--- config.mk ---
export PLATFORM = sky130hd
export DESIGN_NAME = multiplier_tdm_flat
export DESIGN_NICKNAME = d
export VERILOG_FILES = /design/src/rtl/multiplier_pkg.sv /design/src/rtl/multiplier_tdm_if.sv /design/src/rtl/serial_umul.sv /design/src/rtl/multiplier_tdm.sv /design/src/flat_wrapper.sv
export SDC_FILE = /design/constraint.sdc
export NUM_CORES = 1
export LEC_CHECK = 0
export ABC_AREA = 1
export CAP_MARGIN = 20
export CORE_UTILIZATION = 50
export DETAILED_ROUTE_END_ITERATION = 10
export PLACE_DENSITY = 0.73
export SETUP_SLACK_MARGIN = 0.3
export SLEW_MARGIN = 15
export SYNTH_ARGS = -nofsm -noshare
export SYNTH_HDL_FRONTEND = slang
export SYNTH_SLANG_ARGS = --single-unit
--- constraint.sdc ---
create_clock -name clk -period 6.65 [get_ports clk]
set_clock_uncertainty 0.05 [all_clocks]
set_input_delay 0.665 -clock clk [delete_from_list [all_inputs] [get_ports clk]]
set_output_delay 0.665 -clock clk [all_outputs]
set_load 0.01 [all_outputs]
--- src/rtl/multiplier_pkg.sv ---
// Shared constants, FSM encoding and timing helper for the TDM audio multiplier.
package multiplier_pkg;

  localparam logic [1:0] MODE_RING   = 2'b00;
  localparam logic [1:0] MODE_AM     = 2'b01;
  localparam logic [1:0] MODE_BYPASS = 2'b10;
  localparam logic [1:0] MODE_MUTE   = 2'b11;

  typedef enum logic [2:0] {
    ST_IDLE,
    ST_LOAD,
    ST_MUL,
    ST_WRITE,
    ST_PUBLISH
  } state_e;

  // Number of clk cycles from the first busy cycle to the out_valid pulse.
  function automatic int unsigned latency(input int unsigned bitsize,
                                          input int unsigned channels);
    return channels * (bitsize + 2) + 1;
  endfunction

endpackage

--- src/rtl/multiplier_tdm_if.sv ---
// Sample-side bundle of the TDM multiplier: frame clock, operands, modes and results.
interface multiplier_tdm_if #(
  parameter int BITSIZE  = 16,
  parameter int CHANNELS = 2
);
  logic                         lrclk;
  logic [CHANNELS*BITSIZE-1:0]  in1;
  logic [CHANNELS*BITSIZE-1:0]  in2;
  logic [2*CHANNELS-1:0]        mode;
  logic                         clear_overrun;
  logic [CHANNELS*BITSIZE-1:0]  out;
  logic                         out_valid;
  logic                         busy;
  logic                         overrun;

  modport master (
    output lrclk, in1, in2, mode, clear_overrun,
    input  out, out_valid, busy, overrun
  );

  modport slave (
    input  lrclk, in1, in2, mode, clear_overrun,
    output out, out_valid, busy, overrun
  );
endinterface

--- src/rtl/serial_umul.sv ---
// Radix-2 shift-add unsigned multiplier; one partial product per cycle, fixed BITSIZE-cycle run.
module serial_umul #(
  parameter int BITSIZE = 16
) (
  input  logic                   clk,
  input  logic                   reset,
  input  logic                   load,
  input  logic [BITSIZE-1:0]     a,
  input  logic [BITSIZE-1:0]     b,
  output logic                   done,
  output logic [2*BITSIZE-1:0]   product
);
  localparam int CW = $clog2(BITSIZE + 1);

  logic [2*BITSIZE-1:0] mcand_q;
  logic [BITSIZE-1:0]   mplier_q;
  logic [CW-1:0]        cnt_q;

  // Load clears the accumulator; each following cycle consumes one multiplier bit.
  always_ff @(posedge clk or posedge reset) begin
    if (reset) begin
      product  <= '0;
      mcand_q  <= '0;
      mplier_q <= '0;
      cnt_q    <= '0;
    end else if (load) begin
      product  <= '0;
      mcand_q  <= {{BITSIZE{1'b0}}, a};
      mplier_q <= b;
      cnt_q    <= CW'(BITSIZE);
    end else if (cnt_q != '0) begin
      if (mplier_q[0]) product <= product + mcand_q;
      mcand_q  <= mcand_q << 1;
      mplier_q <= mplier_q >> 1;
      cnt_q    <= cnt_q - CW'(1);
    end
  end

  // Terminal count: the last partial product lands on this edge.
  assign done = (cnt_q == CW'(1));

endmodule

--- src/rtl/multiplier_tdm.sv ---
// Time-multiplexed multi-channel multiplier: one shared shift-add core, per-channel mode,
// results published atomically once per lrclk frame.
module multiplier_tdm
  import multiplier_pkg::*;
#(
  parameter int BITSIZE  = 16,
  parameter int CHANNELS = 2
) (
  input logic              clk,
  input logic              reset,
  multiplier_tdm_if.slave  bus
);
  localparam int CH_W = (CHANNELS > 1) ? $clog2(CHANNELS) : 1;
  localparam logic signed [2*BITSIZE:0] SAT_MAX = {{(BITSIZE+2){1'b0}}, {(BITSIZE-1){1'b1}}};
  localparam logic signed [2*BITSIZE:0] SAT_MIN = ~SAT_MAX;

  state_e state_q, state_d;
  logic   s1_q, s2_q, s3_q, start;
  logic   umul_load, umul_done, last_ch;
  logic [2*BITSIZE-1:0] product;

  logic [CHANNELS-1:0][BITSIZE-1:0] in1_q, in2_q, res_q;
  logic [CHANNELS-1:0][1:0]         mode_q;
  logic [CH_W-1:0]                  ch_q;
  logic [CHANNELS*BITSIZE-1:0]      out_q;
  logic                             out_valid_q, overrun_q;

  logic [BITSIZE-1:0]         cur_a, cur_b, a_mag, b_mag, op_a, op_b, wr_val;
  logic [1:0]                 cur_mode;
  logic                       op_sign;
  logic signed [2*BITSIZE:0]  p_signed;

  assign start   = s2_q & ~s3_q;
  assign last_ch = (ch_q == CH_W'(CHANNELS - 1));

  // lrclk synchroniser plus edge-detect delay flop.
  always_ff @(posedge clk or posedge reset) begin
    if (reset) begin
      s1_q <= 1'b0;
      s2_q <= 1'b0;
      s3_q <= 1'b0;
    end else begin
      s1_q <= bus.lrclk;
      s2_q <= s1_q;
      s3_q <= s2_q;
    end
  end

  // FSM state register.
  always_ff @(posedge clk or posedge reset) begin
    if (reset) state_q <= ST_IDLE;
    else       state_q <= state_d;
  end

  // FSM next-state; LOAD kicks the shared core for the current channel.
  always_comb begin
    state_d   = state_q;
    umul_load = 1'b0;
    case (state_q)
      ST_IDLE:    if (start) state_d = ST_LOAD;
      ST_LOAD: begin
        umul_load = 1'b1;
        state_d   = ST_MUL;
      end
      ST_MUL:     if (umul_done) state_d = ST_WRITE;
      ST_WRITE:   state_d = last_ch ? ST_PUBLISH : ST_LOAD;
      ST_PUBLISH: state_d = ST_IDLE;
      default:    state_d = ST_IDLE;
    endcase
  end

  // Operand formation and result shaping for the channel currently in the slot.
  always_comb begin
    cur_a    = in1_q[ch_q];
    cur_b    = in2_q[ch_q];
    cur_mode = mode_q[ch_q];
    a_mag    = cur_a[BITSIZE-1] ? ('0 - cur_a) : cur_a;
    b_mag    = cur_b[BITSIZE-1] ? ('0 - cur_b) : cur_b;
    op_a     = '0;
    op_b     = '0;
    op_sign  = 1'b0;
    case (cur_mode)
      MODE_RING: begin
        op_a    = a_mag;
        op_b    = b_mag;
        op_sign = cur_a[BITSIZE-1] ^ cur_b[BITSIZE-1];
      end
      MODE_AM: begin
        op_a    = {~cur_a[BITSIZE-1], cur_a[BITSIZE-2:0]};
        op_b    = b_mag;
        op_sign = cur_b[BITSIZE-1];
      end
      default: ;
    endcase
    p_signed = op_sign ? -$signed({1'b0, product}) : $signed({1'b0, product});
    wr_val   = '0;
    case (cur_mode)
      MODE_RING: begin
        if ((p_signed >>> (BITSIZE-1)) > SAT_MAX)      wr_val = SAT_MAX[BITSIZE-1:0];
        else if ((p_signed >>> (BITSIZE-1)) < SAT_MIN) wr_val = SAT_MIN[BITSIZE-1:0];
        else                                           wr_val = p_signed[2*BITSIZE-2:BITSIZE-1];
      end
      MODE_AM:     wr_val = p_signed[2*BITSIZE-1:BITSIZE];
      MODE_BYPASS: wr_val = cur_b;
      default:     wr_val = '0;
    endcase
  end

  // Snapshot, per-channel result store, atomic publish and sticky overrun.
  always_ff @(posedge clk or posedge reset) begin
    if (reset) begin
      in1_q       <= '0;
      in2_q       <= '0;
      mode_q      <= '0;
      res_q       <= '0;
      ch_q        <= '0;
      out_q       <= '0;
      out_valid_q <= 1'b0;
      overrun_q   <= 1'b0;
    end else begin
      if (state_q == ST_IDLE && start) begin
        in1_q  <= bus.in1;
        in2_q  <= bus.in2;
        mode_q <= bus.mode;
        ch_q   <= '0;
      end
      if (state_q == ST_WRITE) begin
        res_q[ch_q] <= wr_val;
        if (!last_ch) ch_q <= ch_q + CH_W'(1);
      end
      out_valid_q <= (state_q == ST_PUBLISH);
      if (state_q == ST_PUBLISH) out_q <= res_q;
      if (start && state_q != ST_IDLE) overrun_q <= 1'b1;
      else if (bus.clear_overrun)      overrun_q <= 1'b0;
    end
  end

  serial_umul #(.BITSIZE(BITSIZE)) u_umul (
    .clk     (clk),
    .reset   (reset),
    .load    (umul_load),
    .a       (op_a),
    .b       (op_b),
    .done    (umul_done),
    .product (product)
  );

  assign bus.out       = out_q;
  assign bus.out_valid = out_valid_q;
  assign bus.busy      = (state_q != ST_IDLE);
  assign bus.overrun   = overrun_q;

endmodule

--- src/flat_wrapper.sv ---
// flat-port wrapper written by rule: the top's interface ports become plain ports
module multiplier_tdm_flat import multiplier_pkg::*;
#(
  parameter int BITSIZE  = 16,
  parameter int CHANNELS = 2
)
  (clk, reset, bus_lrclk, bus_in1, bus_in2, bus_mode, bus_clear_overrun, bus_out, bus_out_valid, bus_busy, bus_overrun);
  multiplier_tdm_if #(.BITSIZE(BITSIZE), .CHANNELS(CHANNELS)) bus_i ();
  input logic clk;
  input logic reset;
  input wire logic [$bits(bus_i.lrclk)-1:0] bus_lrclk;
  input wire logic [$bits(bus_i.in1)-1:0] bus_in1;
  input wire logic [$bits(bus_i.in2)-1:0] bus_in2;
  input wire logic [$bits(bus_i.mode)-1:0] bus_mode;
  input wire logic [$bits(bus_i.clear_overrun)-1:0] bus_clear_overrun;
  output wire logic [$bits(bus_i.out)-1:0] bus_out;
  output wire logic [$bits(bus_i.out_valid)-1:0] bus_out_valid;
  output wire logic [$bits(bus_i.busy)-1:0] bus_busy;
  output wire logic [$bits(bus_i.overrun)-1:0] bus_overrun;
  assign bus_i.lrclk = bus_lrclk;
  assign bus_i.in1 = bus_in1;
  assign bus_i.in2 = bus_in2;
  assign bus_i.mode = bus_mode;
  assign bus_i.clear_overrun = bus_clear_overrun;
  assign bus_out = bus_i.out;
  assign bus_out_valid = bus_i.out_valid;
  assign bus_busy = bus_i.busy;
  assign bus_overrun = bus_i.overrun;
  multiplier_tdm #(.BITSIZE(BITSIZE), .CHANNELS(CHANNELS)) u_core (.clk(clk), .reset(reset), .bus(bus_i));
endmodule
==> metrics.md <==
| Metric | Value |
|---|---|
| Status | completed |
| GRT met3 Usage | 3.361% |
| ANT nets after route | 0 |
| Storage element area | 5657 um^2 |
| Flop pwr share | 28.7% |
| Gpl congestion | 0.9456 |
| Grt ovf | 0 |
| Die height | 162.8 um |
| Setup WS pre-CTS | 3504 ps |
| Synth Cell Area | 12,920 um^2 |
| Vias in the first global route | 11,296 |
| DPL Wire Length | 25.27 mm |
| Power Dens Cells | 531.7 nW/um^2 |
| NumNets Final | 1,962 |
| Net switching power | 3779 uW |
| Launching point of the worst reg2reg path | u_core.ch_q |
| Met2 GRT Util | 45.98% |
| Syn nets | 1,878 |
| Seq cells post-synth | 226 |
| Cts repair resizes | 0 |
| Mux cell area share after synthesis | 0% |
| Via count | 11,792 |
| Max-Cap Viols | 0 |
| Die width | 162.8 um |
| GR peak layer | met2 |
| Clk Latency, worst-skew pair | 540 ps |
| Layout area overhead | 16.82% |
| Switching portion of total power | 47.08% |
| IO Count | 107 |
| Area contributors post-synth | dfrtp_1 44%, nand2_1 19%, o21ai_0 6.7% |
| Final WS setup | 3380 ps |
| Crit start category | flop |
| Ys async rst share | 100.0% |
| Tmin final | 3270 ps |
| PortBufs | 106 |
| DR WL/cell | 15.83 um |
| Post-synth EDFFs | 0 |
| CP Capture Type | flop |
| Primary FF master, synth | dfrtp_1 |
| HP Class | reg2reg |
| Max_slew headroom | 30.66% |
| Syn_area_per_cell | 7.304 um^2 |
| Clock Tree Root | clkbuf_16 |
| Worst Path Required | 7050 ps |
| Multi-input gate area | 6255 um^2 |
| Syn. warnings | 0 |
| Vias per inst | 5.358 |
| Non-filler cells, final | 2,201 |
| Initial antenna violation count | 0 |
| Initial cell density of the core | 51.16% |
| Initial drt markers | 951 |
| Sequential-to-total area share from yosys stat | 43.77% |
| Post-synthesis adder-cell area fraction | 3.641% |
| TritonCTS Buffers | 26 |
| Ant. Diodes | 0 |
| Simple-Gate Fraction of Synth Area | 29.21% |
| Number of iterations in the first detailed-routing pass | 5 |
| TNS Setup | 0 ps |
| First-pass GRT wire length | 57.25 mm |
| Worst R2R End | u_core.u_umul.mplier_q[14] |
| Syn Inst Count | 1,769 |
| Main combinational cell family by area after synthesis | simple AND/OR/NAND/NOR gates |
| Xor/xnor cell area share of the yosys netlist | 1.220% |
| Number of distinct library cells after synthesis | 48 |
| Layout cells sized above 1 | 6.146% |
| Internal | 4247 uW |
| Clock power share | 18.4% |
| Most area-hungry cell type in the Yosys netlist | dfrtp_1 |
| Placed insts | 2,154 |
| Crit. Startpoint | u_core.ch_q |
| RSZ-0062 raised after global routing | no |
| Sink Count | 226 |
| Hold Fails Final Rpt | 0 |
| Worst Setup EP | u_core.u_umul.mplier_q[14] |
| Top cell type's share of synthesized area | 43.77% |
| Core area | 25,250 um^2 |
| R2R setup slack | 3380 ps |
| FF-to-FF path depth | 12 |
| Largest net degree at the start of global routing | 107 |
| GRT Total Usage | 27.14% |
| Fmax | 305.8 MHz |
| Worst slew pin tran | 1039 ps |
| CP Class | reg2reg |
| Largest fanout on the critical path | 66 |
| DRC | 0 |
| Worst EP arrival | 3670 ps |
| Final wirelength | 34.84 mm |
| H-tree depth | 1 |
| Most frequent cells in the layout | 653 x nand2_1, 225 x dfrtp_1, 176 x inv_1 |
| Compound-Gate Fraction of Synth Area | 14.23% |
| Crit share post-route | 49.17% |
| Die area | 26,490 um^2 |
| CTS Hold Bufs | 0 |
| Final slew viol count | 0 |
| Setup bufs post-CTS | 0 |
| Gate power share | 52.9% |
| Most common cell after layout, fill and taps aside | nand2_1 |
| Layout fillers | 2,347 |
| Number of cell rows | 58 |
| Peak VDD IR | 0.2777 mV |
| CTS tree | done |
| Clock-pin transition on the worst setup and hold timing paths | 60 ps |
| Final setup viols | 0 |
| Lkg Pwr | 0.007624 uW |
| Met1 usage | 36.14% |
| Max Buffers Root-to-Sink | 3 |
how the worst min path moves through the flow:
stage               cells after the start         from     endpoint  slack (ps)
floorplan                               0  u_core.s1_q  u_core.s2_q         280
global placement                        0  u_core.s1_q  u_core.s2_q         290
detailed placement                      0  u_core.s1_q  u_core.s2_q         290
CTS                                     0  u_core.s1_q  u_core.s2_q         300
global route                            0  u_core.s1_q  u_core.s2_q         320
finish                                  0  u_core.s1_q  u_core.s2_q         300
cell type report:
type / instances / share of cell area, %
multi-input combinational: 1291 / 41.44
sequential: 226 / 37.48
timing repair buffer: 118 / 7.676
clock buffer: 39 / 5.305
inverter: 190 / 4.750
tap: 330 / 2.735
clock inverter: 7 / 0.6217
kinds of logic (layout without fill, tap and decap cells):
group | after synthesis | count (layout)
fa+ha+maj | 37 | 37
buf+inv | 252 | 354
flops | 226 | 226
simple gates | 902 | 902
xor+xnor | 18 | 18
compound gates | 334 | 334
flip-flops by register name (all words and copies together) (netlist names):
signal	cells
u_core.bus.out_valid	1
u_core.u_umul.mplier_q	16
u_core.s2_q	1
u_core.s3_q	1
u_core.state_q	3
u_core.in1_q	32
u_core.bus.out	32
u_core.in2_q	32
u_core.u_umul.cnt_q	5
u_core.bus.overrun	1
u_core.s1_q	1
u_core.mode_q	4
u_core.res_q	32
u_core.u_umul.mcand_q	32
u_core.ch_q	1
u_core.u_umul.product	32
power by group through the flow:
| stage | logic, uW | clock network, uW | registers [uW] |
|---|---|---|---|
| global route | 4790 | 1540 | 2360 |
| finish | 4250 | 1480 | 2300 |
| floorplan | 3140 | 0 | 2230 |
| global placement | 4130 | 0 | 2300 |
| detailed placement | 4180 | 0 | 2320 |
| CTS | 4210 | 1490 | 2300 |
through the flow:
stage	util (%)	power [uW]	hold slack (ps)	cell area, um^2
5_1_grt	59.77	8695	316.5	15090
2_1_floorplan	-	5377	281.2	12920
6_report	59.77	8026	303.4	15090
3_5_place_dp	56.17	6496	288.9	14180
3_3_place_gp	56.17	6431	288.1	14180
4_1_cts	59.71	8003	302.5	15080
routing by layer:
layer	part of all wire (%)	vias to the layer above
met4	3.2	0
li1	-	5822
met5	0	-
met3	5.2	76
met2	48	387
met1	44	5507
worst max-delay path, stage by stage, from the launching register on:
cell,delay (ps)
dfrtp_2,340
buf_4,520
inv_2,220
o21ai_0,580
ha_1,300
nand3_1,110
nor2_1,200
nand3b_1,170
o21ai_2,220
o21ai_1,100
nand2_1,70
nand3_1,100
a21oi_1,190
cell usage after synthesis (6+ instances only):
library cell    n
nor3_1          8
xor2_1         17
clkinv_1        7
nand3_1        75
a21o_1          8
dfrtp_1       226
o21ai_2         7
buf_6           7
inv_1         177
o22ai_1        22
ha_1           36
nand2_1       653
buf_2          17
o21a_1          6
nor2_1        105
nand2_2        15
o211ai_1        8
nand4_1         8
a21oi_1        82
inv_2           6
o21ai_1         9
clkbuf_1       36
nand2_4         6
o21ai_0       172
Note: power is estimated with default switching activity, not from simulation.
